[src/rtl/jtbubl_pkg.sv]
// Shared definitions for the jtbubl colour mixer: palette geometry, colour width
// and unpacking of a {hi, lo} palette entry into 4-bit R/G/B.
package jtbubl_pkg;

    localparam int PAL_AW    = 8;
    localparam int CPU_AW    = 9;
    localparam int COLOR_W   = 4;
    localparam int BLANK_DLY = 2;

    typedef struct packed {
        logic [COLOR_W-1:0] r;
        logic [COLOR_W-1:0] g;
        logic [COLOR_W-1:0] b;
    } rgb_t;

    // hi = RRRRGGGG, lo_hi = upper nibble of the odd byte (BBBB)
    function automatic rgb_t unpack_rgb(input logic [7:0] hi, input logic [COLOR_W-1:0] lo_hi);
        rgb_t c;
        c.r = hi[7:4];
        c.g = hi[3:0];
        c.b = lo_hi;
        return c;
    endfunction

endpackage

[src/rtl/jtbubl_colmix_if.sv]
// CPU-side palette bus of the colour mixer: chip select, direction, address,
// write data and registered read data.
interface jtbubl_colmix_if;
    import jtbubl_pkg::*;

    logic              pal_cs;
    logic              cpu_rnw;
    logic [CPU_AW-1:0] cpu_addr;
    logic [7:0]        cpu_dout;
    logic [7:0]        pal_dout;

    modport master (output pal_cs, cpu_rnw, cpu_addr, cpu_dout, input pal_dout);
    modport slave  (input pal_cs, cpu_rnw, cpu_addr, cpu_dout, output pal_dout);
endinterface

[src/rtl/jtbubl_pal_ram.sv]
// 256x8 dual-port palette RAM, single clock, read-before-write. Port A is the
// CPU read/write side, port B is the read-only video side.
module jtbubl_pal_ram
    import jtbubl_pkg::*;
(
    input  logic              clk,
    input  logic              rst,
    input  logic              we_a,
    input  logic              rd_a,
    input  logic [PAL_AW-1:0] addr_a,
    input  logic [7:0]        din_a,
    output logic [7:0]        q_a,
    input  logic              en_b,
    input  logic [PAL_AW-1:0] addr_b,
    output logic [7:0]        q_b
);

    logic [7:0] mem [0:(1<<PAL_AW)-1];

    // Contents are deliberately not cleared by reset
    always_ff @(posedge clk) begin
        if (we_a) mem[addr_a] <= din_a;
    end

    // Both reads sample the array before this edge's write lands
    always_ff @(posedge clk) begin
        if (rst) begin
            q_a <= '0;
            q_b <= '0;
        end else begin
            if (rd_a) q_a <= mem[addr_a];
            if (en_b) q_b <= mem[addr_b];
        end
    end

endmodule

[src/rtl/jtbubl_colmix.sv]
// Palette lookup and blanking for the final video stage, two pxl_cen periods deep.
// Optional macro JTBUBL_GRAY_EN replaces the colour output with a grey level.
module jtbubl_colmix
    import jtbubl_pkg::*;
(
    input  logic               clk,
    input  logic               rst,
    input  logic               pxl_cen,
    input  logic               LHBL,
    input  logic               LVBL,
    input  logic [PAL_AW-1:0]  col_addr,
    jtbubl_colmix_if.slave     cpu,
    output logic [COLOR_W-1:0] red,
    output logic [COLOR_W-1:0] green,
    output logic [COLOR_W-1:0] blue,
    output logic               LHBL_dly,
    output logic               LVBL_dly
);

    logic              cpu_wr, cpu_rd, sel_lo;
    logic [7:0]        hi_qa, lo_qa, hi_q_p1, lo_q_p1;
    logic [PAL_AW-1:0] idx_p0;
    logic [1:0]        blank_p0, blank_p1;   // {LHBL, LVBL}
    rgb_t              pix_p1, out_c;
    logic              unused_lo;

    assign cpu_wr = cpu.pal_cs & ~cpu.cpu_rnw;
    assign cpu_rd = cpu.pal_cs &  cpu.cpu_rnw;

    jtbubl_pal_ram u_hi (
        .clk(clk), .rst(rst),
        .we_a(cpu_wr & ~cpu.cpu_addr[0]), .rd_a(cpu_rd),
        .addr_a(cpu.cpu_addr[CPU_AW-1:1]), .din_a(cpu.cpu_dout), .q_a(hi_qa),
        .en_b(pxl_cen), .addr_b(idx_p0), .q_b(hi_q_p1)
    );

    jtbubl_pal_ram u_lo (
        .clk(clk), .rst(rst),
        .we_a(cpu_wr & cpu.cpu_addr[0]), .rd_a(cpu_rd),
        .addr_a(cpu.cpu_addr[CPU_AW-1:1]), .din_a(cpu.cpu_dout), .q_a(lo_qa),
        .en_b(pxl_cen), .addr_b(idx_p0), .q_b(lo_q_p1)
    );

    // Byte select follows the last read, so pal_dout holds between reads
    always_ff @(posedge clk) begin
        if (rst)         sel_lo <= 1'b0;
        else if (cpu_rd) sel_lo <= cpu.cpu_addr[0];
    end
    assign cpu.pal_dout = sel_lo ? lo_qa : hi_qa;

    // Low nibble of the odd byte is CPU storage only
    assign unused_lo = ^lo_q_p1[3:0];
    assign pix_p1    = unpack_rgb(hi_q_p1, lo_q_p1[7:4]);

`ifdef JTBUBL_GRAY_EN
    function automatic logic [COLOR_W-1:0] to_gray(input rgb_t c);
        logic [5:0] s;
        s = {2'b00, c.r} + {1'b0, c.g, 1'b0} + {2'b00, c.b};
        return s[5:2];
    endfunction

    logic [COLOR_W-1:0] gray;
    always_comb begin
        gray  = to_gray(pix_p1);
        out_c = {gray, gray, gray};
    end
`else
    assign out_c = pix_p1;
`endif

    always_ff @(posedge clk) begin
        if (rst) begin
            idx_p0   <= '0;
            blank_p0 <= '0;
            blank_p1 <= '0;
            red      <= '0;
            green    <= '0;
            blue     <= '0;
            LHBL_dly <= 1'b0;
            LVBL_dly <= 1'b0;
        end else if (pxl_cen) begin
            // S0: sample palette index and blanking
            idx_p0   <= col_addr;
            blank_p0 <= {LHBL, LVBL};
            // S1: RAM port B registers the entry; blanking follows
            blank_p1 <= blank_p0;
            // S2: colour out, forced black during either blank
            {LHBL_dly, LVBL_dly} <= blank_p1;
            if (&blank_p1) {red, green, blue} <= out_c;
            else           {red, green, blue} <= '0;
        end
    end

endmodule

[src/flat_wrapper.sv]
// flat-port wrapper written by rule: the top's interface ports become plain ports
module jtbubl_colmix_flat import jtbubl_pkg::*;
  (clk, rst, pxl_cen, LHBL, LVBL, col_addr, red, green, blue, LHBL_dly, LVBL_dly, cpu_pal_cs, cpu_cpu_rnw, cpu_cpu_addr, cpu_cpu_dout, cpu_pal_dout);
  jtbubl_colmix_if cpu_i ();
  input  logic clk;
  input  logic rst;
  input  logic pxl_cen;
  input  logic LHBL;
  input  logic LVBL;
  input  logic [PAL_AW-1:0] col_addr;
  output logic [COLOR_W-1:0] red;
  output logic [COLOR_W-1:0] green;
  output logic [COLOR_W-1:0] blue;
  output logic LHBL_dly;
  output logic LVBL_dly;
  input wire logic [$bits(cpu_i.pal_cs)-1:0] cpu_pal_cs;
  input wire logic [$bits(cpu_i.cpu_rnw)-1:0] cpu_cpu_rnw;
  input wire logic [$bits(cpu_i.cpu_addr)-1:0] cpu_cpu_addr;
  input wire logic [$bits(cpu_i.cpu_dout)-1:0] cpu_cpu_dout;
  output wire logic [$bits(cpu_i.pal_dout)-1:0] cpu_pal_dout;
  assign cpu_i.pal_cs = cpu_pal_cs;
  assign cpu_i.cpu_rnw = cpu_cpu_rnw;
  assign cpu_i.cpu_addr = cpu_cpu_addr;
  assign cpu_i.cpu_dout = cpu_cpu_dout;
  assign cpu_pal_dout = cpu_i.pal_dout;
  jtbubl_colmix u_core (.clk(clk), .rst(rst), .pxl_cen(pxl_cen), .LHBL(LHBL), .LVBL(LVBL), .col_addr(col_addr), .cpu(cpu_i), .red(red), .green(green), .blue(blue), .LHBL_dly(LHBL_dly), .LVBL_dly(LVBL_dly));
endmodule
[config.mk]
export PLATFORM = sky130hd
export DESIGN_NAME = jtbubl_colmix_flat
export DESIGN_NICKNAME = d
export VERILOG_FILES = /design/src/rtl/jtbubl_pkg.sv /design/src/rtl/jtbubl_colmix_if.sv /design/src/rtl/jtbubl_pal_ram.sv /design/src/rtl/jtbubl_colmix.sv /design/src/flat_wrapper.sv
export SDC_FILE = /design/constraint.sdc
export NUM_CORES = 2
export LEC_CHECK = 0
export ABC_AREA = 0
export ABC_CLOCK_PERIOD_IN_PS = 3700
export BUFFER_PORTS_ARGS = -buffer_cell sky130_fd_sc_hd__buf_4
export CORE_ASPECT_RATIO = 0.6
export CORE_MARGIN = 2
export CORE_UTILIZATION = 50
export CTS_CLUSTER_DIAMETER = 150
export DETAILED_ROUTE_END_ITERATION = 6
export MAX_ROUTING_LAYER = met4
export PLACE_DENSITY = 0.72
export SLEW_MARGIN = 10
export SYNTH_ARGS = -nofsm -noshare
export SYNTH_HDL_FRONTEND = slang
export SYNTH_SLANG_ARGS = --single-unit
[constraint.sdc]
create_clock -name clk -period 3.7 [get_ports clk]
set_input_delay 0.74 -clock clk [delete_from_list [all_inputs] [get_ports clk]]
set_output_delay 0.74 -clock clk [all_outputs]
set_load 0.02 [all_outputs]
==> qor.csv <==
metric;value;unit
failing checks;design-rule violations, negative setup slack;
number of cells on the worst hold path;3;
Layout Area Growth over Synthesis;16.4;%
worst setup slack after placement;-0.704;ns
internal reg-to-reg setup slack;-0.10;ns
Period minus WS final;3.80;ns
number of CTS-inserted buffers;375;
clock-pin transition on the worst setup and hold timing paths;0.07;ns
Worst path max stage delay;0.68;ns
R2R Path End;u_core.u_hi.q_b[0];
Worst Reg2Reg Path Length in Cells;12;
final setup margin;-0.104;ns
WL per Instance;41.9;um
measured slew at the worst slew-check pin;1.34;ns
final instance area;0.214;sq mm
Yosys cell types;61;
vertical die dimension;474;um
Num Clock Sinks;4151;
Synth Register Bits;4151;
Worst Hold End;u_core.idx_p0[4];
remaining global-route overflow;0;
Worst-Skew Late Latency;0.97;ns
Critical Path Slowest Stage Cell;sky130_fd_sc_hd__a21oi_1;
worst IR drop on VDD;0.000542;V
critical path endpoint category;flip-flop;
cell class contributing the biggest share of worst-path delay;buffers and inverters;
total design power;101;mW
achievable clock frequency;263;MHz
wire length of the first global-routing pass;867000;um
placement row count;172;
Synth Warn #;0;
DP HPWL;446000;um
ratio of routed vias to standard cells;7.25;
data required time of the critical path;4.62;ns
setup violation total in the final timing report;5;
number of enable flip-flop cells after synthesis;4096;
kind of start point of the critical path;flip-flop;
H-tree level count;5;
most common flop cell mapped by yosys;sky130_fd_sc_hd__edfxtp_1;
DIE WIDTH;787;um
setup total negative slack;-0.204;ns
worst r2r src;u_core.idx_p0[1];
Fin Clk Skew;0.0748;ns
final net count;10000;
Static Leakage;68.1;nW
mapped cell area;0.184;sq mm
CP Max Fanout;50;
total wire length;638000;um
most prevalent standard cell on the critical path;sky130_fd_sc_hd__buf_4;
setup repair after global routing missed its margin;false;
syn avg cell area;21.0;sq um
die area;0.373;sq mm
Max-Cap Viols;0;
Setup CP Type;reg2reg;
worst slew margin relative to its limit;10.1;%
core area;0.366;sq mm
Final Wtd Congestion;1.03;
Clock Tree Buf Depth;4;
count of pins over their slew limit;0;
vias in the first global route;104000;
launching instance or port of the critical path;u_core.idx_p0[1];
start point of the worst min-delay path;col_addr[4];
Worst EP arrival;4.73;ns
cell at the root of the clock tree;sky130_fd_sc_hd__clkbuf_16;
worst min path class;in2reg;
first-pass iteration count of the detailed router;7;
buffers added on ports;53;
share of final-layout standard cells stronger than drive strength 1;40.5;%
drt initial violations;22700;
cell area power density;471;mW/mm^2
largest net degree at the start of global routing;180;
antenna-violating nets left;0;
period utilization;103;%
placed standard-cell area;0.202;sq mm
hold slack;0.0499;ns
post-synth net total;8785;
fraction of registers with async set/reset;0;%
I/O pin count;54;
number of buffers and inverters on the critical path;5;
Via Count;110000;
Post-Syn Instances;8753;
run status;finished with violations;
Final Hold Vio Count;0;
Initial Util;50.3;%
proportion of synthesized chip area in sequential cells;67.4;%
drc violations;3;
antenna violations before repair;58;
number of filler instances in the final layout;25800;
clock tree from TritonCTS;built;
overall track demand over capacity in global routing;34.8;%
cells traversed along the worst timing path;buf_4 > buf_12 > buf_12 > mux4_2 > mux4_2 > mux2i_1 > a21oi_1 > nor2_1 > buf_4 > nor4_1 > buf_4 > a211o_1;
cell families after synthesis:
group	Yosys count	share of synthesized area, %
flops	4151	67.4
compound gates	544	2.08
buf+inv	698	1.70
simple gates	965	2.21
mux	2395	26.6
cells in the final DEF, fill, tap and decap left out, types with 18 or more instances in the layout:
cell type	instances
sky130_fd_sc_hd__o221ai_1	79
sky130_fd_sc_hd__edfxtp_1	4096
sky130_fd_sc_hd__a22oi_1	62
sky130_fd_sc_hd__o21ai_0	25
sky130_fd_sc_hd__clkinv_2	73
sky130_fd_sc_hd__mux2_2	46
sky130_fd_sc_hd__nor4_1	27
sky130_fd_sc_hd__mux4_2	1987
sky130_fd_sc_hd__bufinv_16	40
sky130_fd_sc_hd__buf_12	226
sky130_fd_sc_hd__o22ai_1	124
sky130_fd_sc_hd__nand2_1	159
sky130_fd_sc_hd__mux2i_1	362
sky130_fd_sc_hd__clkbuf_16	382
sky130_fd_sc_hd__dfxtp_1	48
sky130_fd_sc_hd__clkinv_1	88
sky130_fd_sc_hd__nor2_1	591
sky130_fd_sc_hd__nor2b_1	18
sky130_fd_sc_hd__nor3_1	55
sky130_fd_sc_hd__clkbuf_1	70
sky130_fd_sc_hd__a211oi_1	25
sky130_fd_sc_hd__buf_4	1293
sky130_fd_sc_hd__a21oi_1	97
sky130_fd_sc_hd__diode_2	68
cells in the mapped netlist, types with 3 or more instances:
cell type | instances | share of area, %
sky130_fd_sc_hd__nand2_1 | 172 | 0.35
sky130_fd_sc_hd__nor4b_1 | 4 | 0.019
sky130_fd_sc_hd__or4_1 | 3 | 0.012
sky130_fd_sc_hd__edfxtp_1 | 4096 | 67
sky130_fd_sc_hd__and4_1 | 3 | 0.014
sky130_fd_sc_hd__dfxtp_1 | 55 | 0.60
sky130_fd_sc_hd__a211o_1 | 16 | 0.076
sky130_fd_sc_hd__a211oi_1 | 26 | 0.11
sky130_fd_sc_hd__a22o_1 | 12 | 0.057
sky130_fd_sc_hd__a311oi_1 | 6 | 0.029
sky130_fd_sc_hd__nor2b_1 | 24 | 0.082
sky130_fd_sc_hd__a221oi_1 | 16 | 0.076
sky130_fd_sc_hd__mux2i_1 | 362 | 2.0
sky130_fd_sc_hd__nand4_1 | 8 | 0.027
sky130_fd_sc_hd__a32oi_1 | 16 | 0.076
sky130_fd_sc_hd__o221ai_1 | 80 | 0.38
sky130_fd_sc_hd__nand2b_1 | 15 | 0.051
sky130_fd_sc_hd__nor4_1 | 28 | 0.095
sky130_fd_sc_hd__nor3_1 | 62 | 0.17
sky130_fd_sc_hd__nor2_1 | 597 | 1.2
sky130_fd_sc_hd__inv_2 | 3 | 0.0061
sky130_fd_sc_hd__a21oi_1 | 99 | 0.27
sky130_fd_sc_hd__buf_4 | 48 | 0.20
sky130_fd_sc_hd__o32ai_1 | 8 | 0.038
sky130_fd_sc_hd__or2_2 | 4 | 0.014
sky130_fd_sc_hd__or3_1 | 5 | 0.017
sky130_fd_sc_hd__o21ai_0 | 26 | 0.071
sky130_fd_sc_hd__mux4_2 | 1987 | 24
sky130_fd_sc_hd__a2111oi_0 | 16 | 0.076
sky130_fd_sc_hd__buf_2 | 253 | 0.69
sky130_fd_sc_hd__clkbuf_1 | 311 | 0.63
sky130_fd_sc_hd__and2_1 | 3 | 0.010
sky130_fd_sc_hd__o22ai_1 | 124 | 0.42
sky130_fd_sc_hd__mux2_2 | 46 | 0.28
sky130_fd_sc_hd__nand3_1 | 20 | 0.054
sky130_fd_sc_hd__a22oi_1 | 62 | 0.25
sky130_fd_sc_hd__nor3b_1 | 3 | 0.012
sky130_fd_sc_hd__buf_1 | 78 | 0.16
sky130_fd_sc_hd__and3_1 | 4 | 0.014
sky130_fd_sc_hd__a31oi_1 | 10 | 0.034
sky130_fd_sc_hd__o211ai_1 | 14 | 0.057
sky130_fd_sc_hd__nor4bb_1 | 4 | 0.022
repair_timing:
action / 4_1_cts / 5_1_grt
setup endpoints to repair: 10 / 10
endpoints found under the hold margin: 4 / 0
hold buffers: 4 / 0
setup buffers: 3 / 0
pin swaps: 0 / 0
resized for setup: 0 / 13
worst max-delay path by stage:
stage / end / slack, ns / cells after the start
detailed placement: u_core.u_hi.q_a[3] / -0.70 / 11
floorplan: u_core.u_lo.mem[170][0] / 0.35 / 10
global route: u_core.u_hi.q_b[0] / 0.0009 / 12
global placement: u_core.u_hi.q_a[3] / -0.78 / 11
finish: u_core.u_hi.q_b[0] / -0.10 / 12
CTS: u_core.u_hi.q_b[7] / 0.02 / 11
layer usage:
layer | part of all wire, % | routed length [um] | vias up | global-route usage, %
li1 | - | - | 40600 | -
met1 | 37 | 235000 | 58300 | 49.2
met2 | 39 | 251000 | 10400 | 42.9
met3 | 20 | 131000 | 1155 | 19.3
met4 | 3.3 | 20900 | 0 | 9.56
met5 | 0 | 0 | - | -
sequential cells by signal, indices dropped and copies added (netlist names), 8 cells and up:
name,count
u_core.u_hi.mem,2048
u_core.u_lo.q_a,8
u_core.u_hi.q_a,8
u_core.u_hi.q_b,8
u_core.idx_p0,8
u_core.u_lo.mem,2048
through the flow:
stage	instances	util, %
detailed placement	14500	55.1
global placement	14500	55.1
global route	15200	58.5
CTS	15200	58.5
floorplan	8753	-
finish	15200	58.5
worst reg2reg max path: stages (launching register included):
cell	delay, ns
sky130_fd_sc_hd__dfxtp_4	0.43
sky130_fd_sc_hd__buf_4	0.15
sky130_fd_sc_hd__buf_12	0.24
sky130_fd_sc_hd__buf_12	0.36
sky130_fd_sc_hd__mux4_2	0.33
sky130_fd_sc_hd__mux4_2	0.25
sky130_fd_sc_hd__mux2i_1	0.07
sky130_fd_sc_hd__a21oi_1	0.68
sky130_fd_sc_hd__nor2_1	0.09
sky130_fd_sc_hd__buf_4	0.19
sky130_fd_sc_hd__nor4_1	0.61
sky130_fd_sc_hd__buf_4	0.25
sky130_fd_sc_hd__a211o_1	0.09
layout make-up:
type	instances	area, sq um	share of cell area [%]
sequential	4151	124000	57.9
multi-input combinational	3904	57200	26.7
timing repair buffer	1534	14400	6.74
clock buffer	456	9880	4.61
tap	4872	6100	2.85
clock inverter	231	2300	1.07
antenna	68	170	0.0794
inverter	6	40.0	0.0187
power by group:
| group | switching [mW] | internal (mW) |
|---|---|---|
| Clock | 18.0 | 21.9 |
| Sequential | 0.0934 | 51.7 |
| Combinational | 5.65 | 3.60 |
Note: power is estimated with default switching activity, not from simulation.
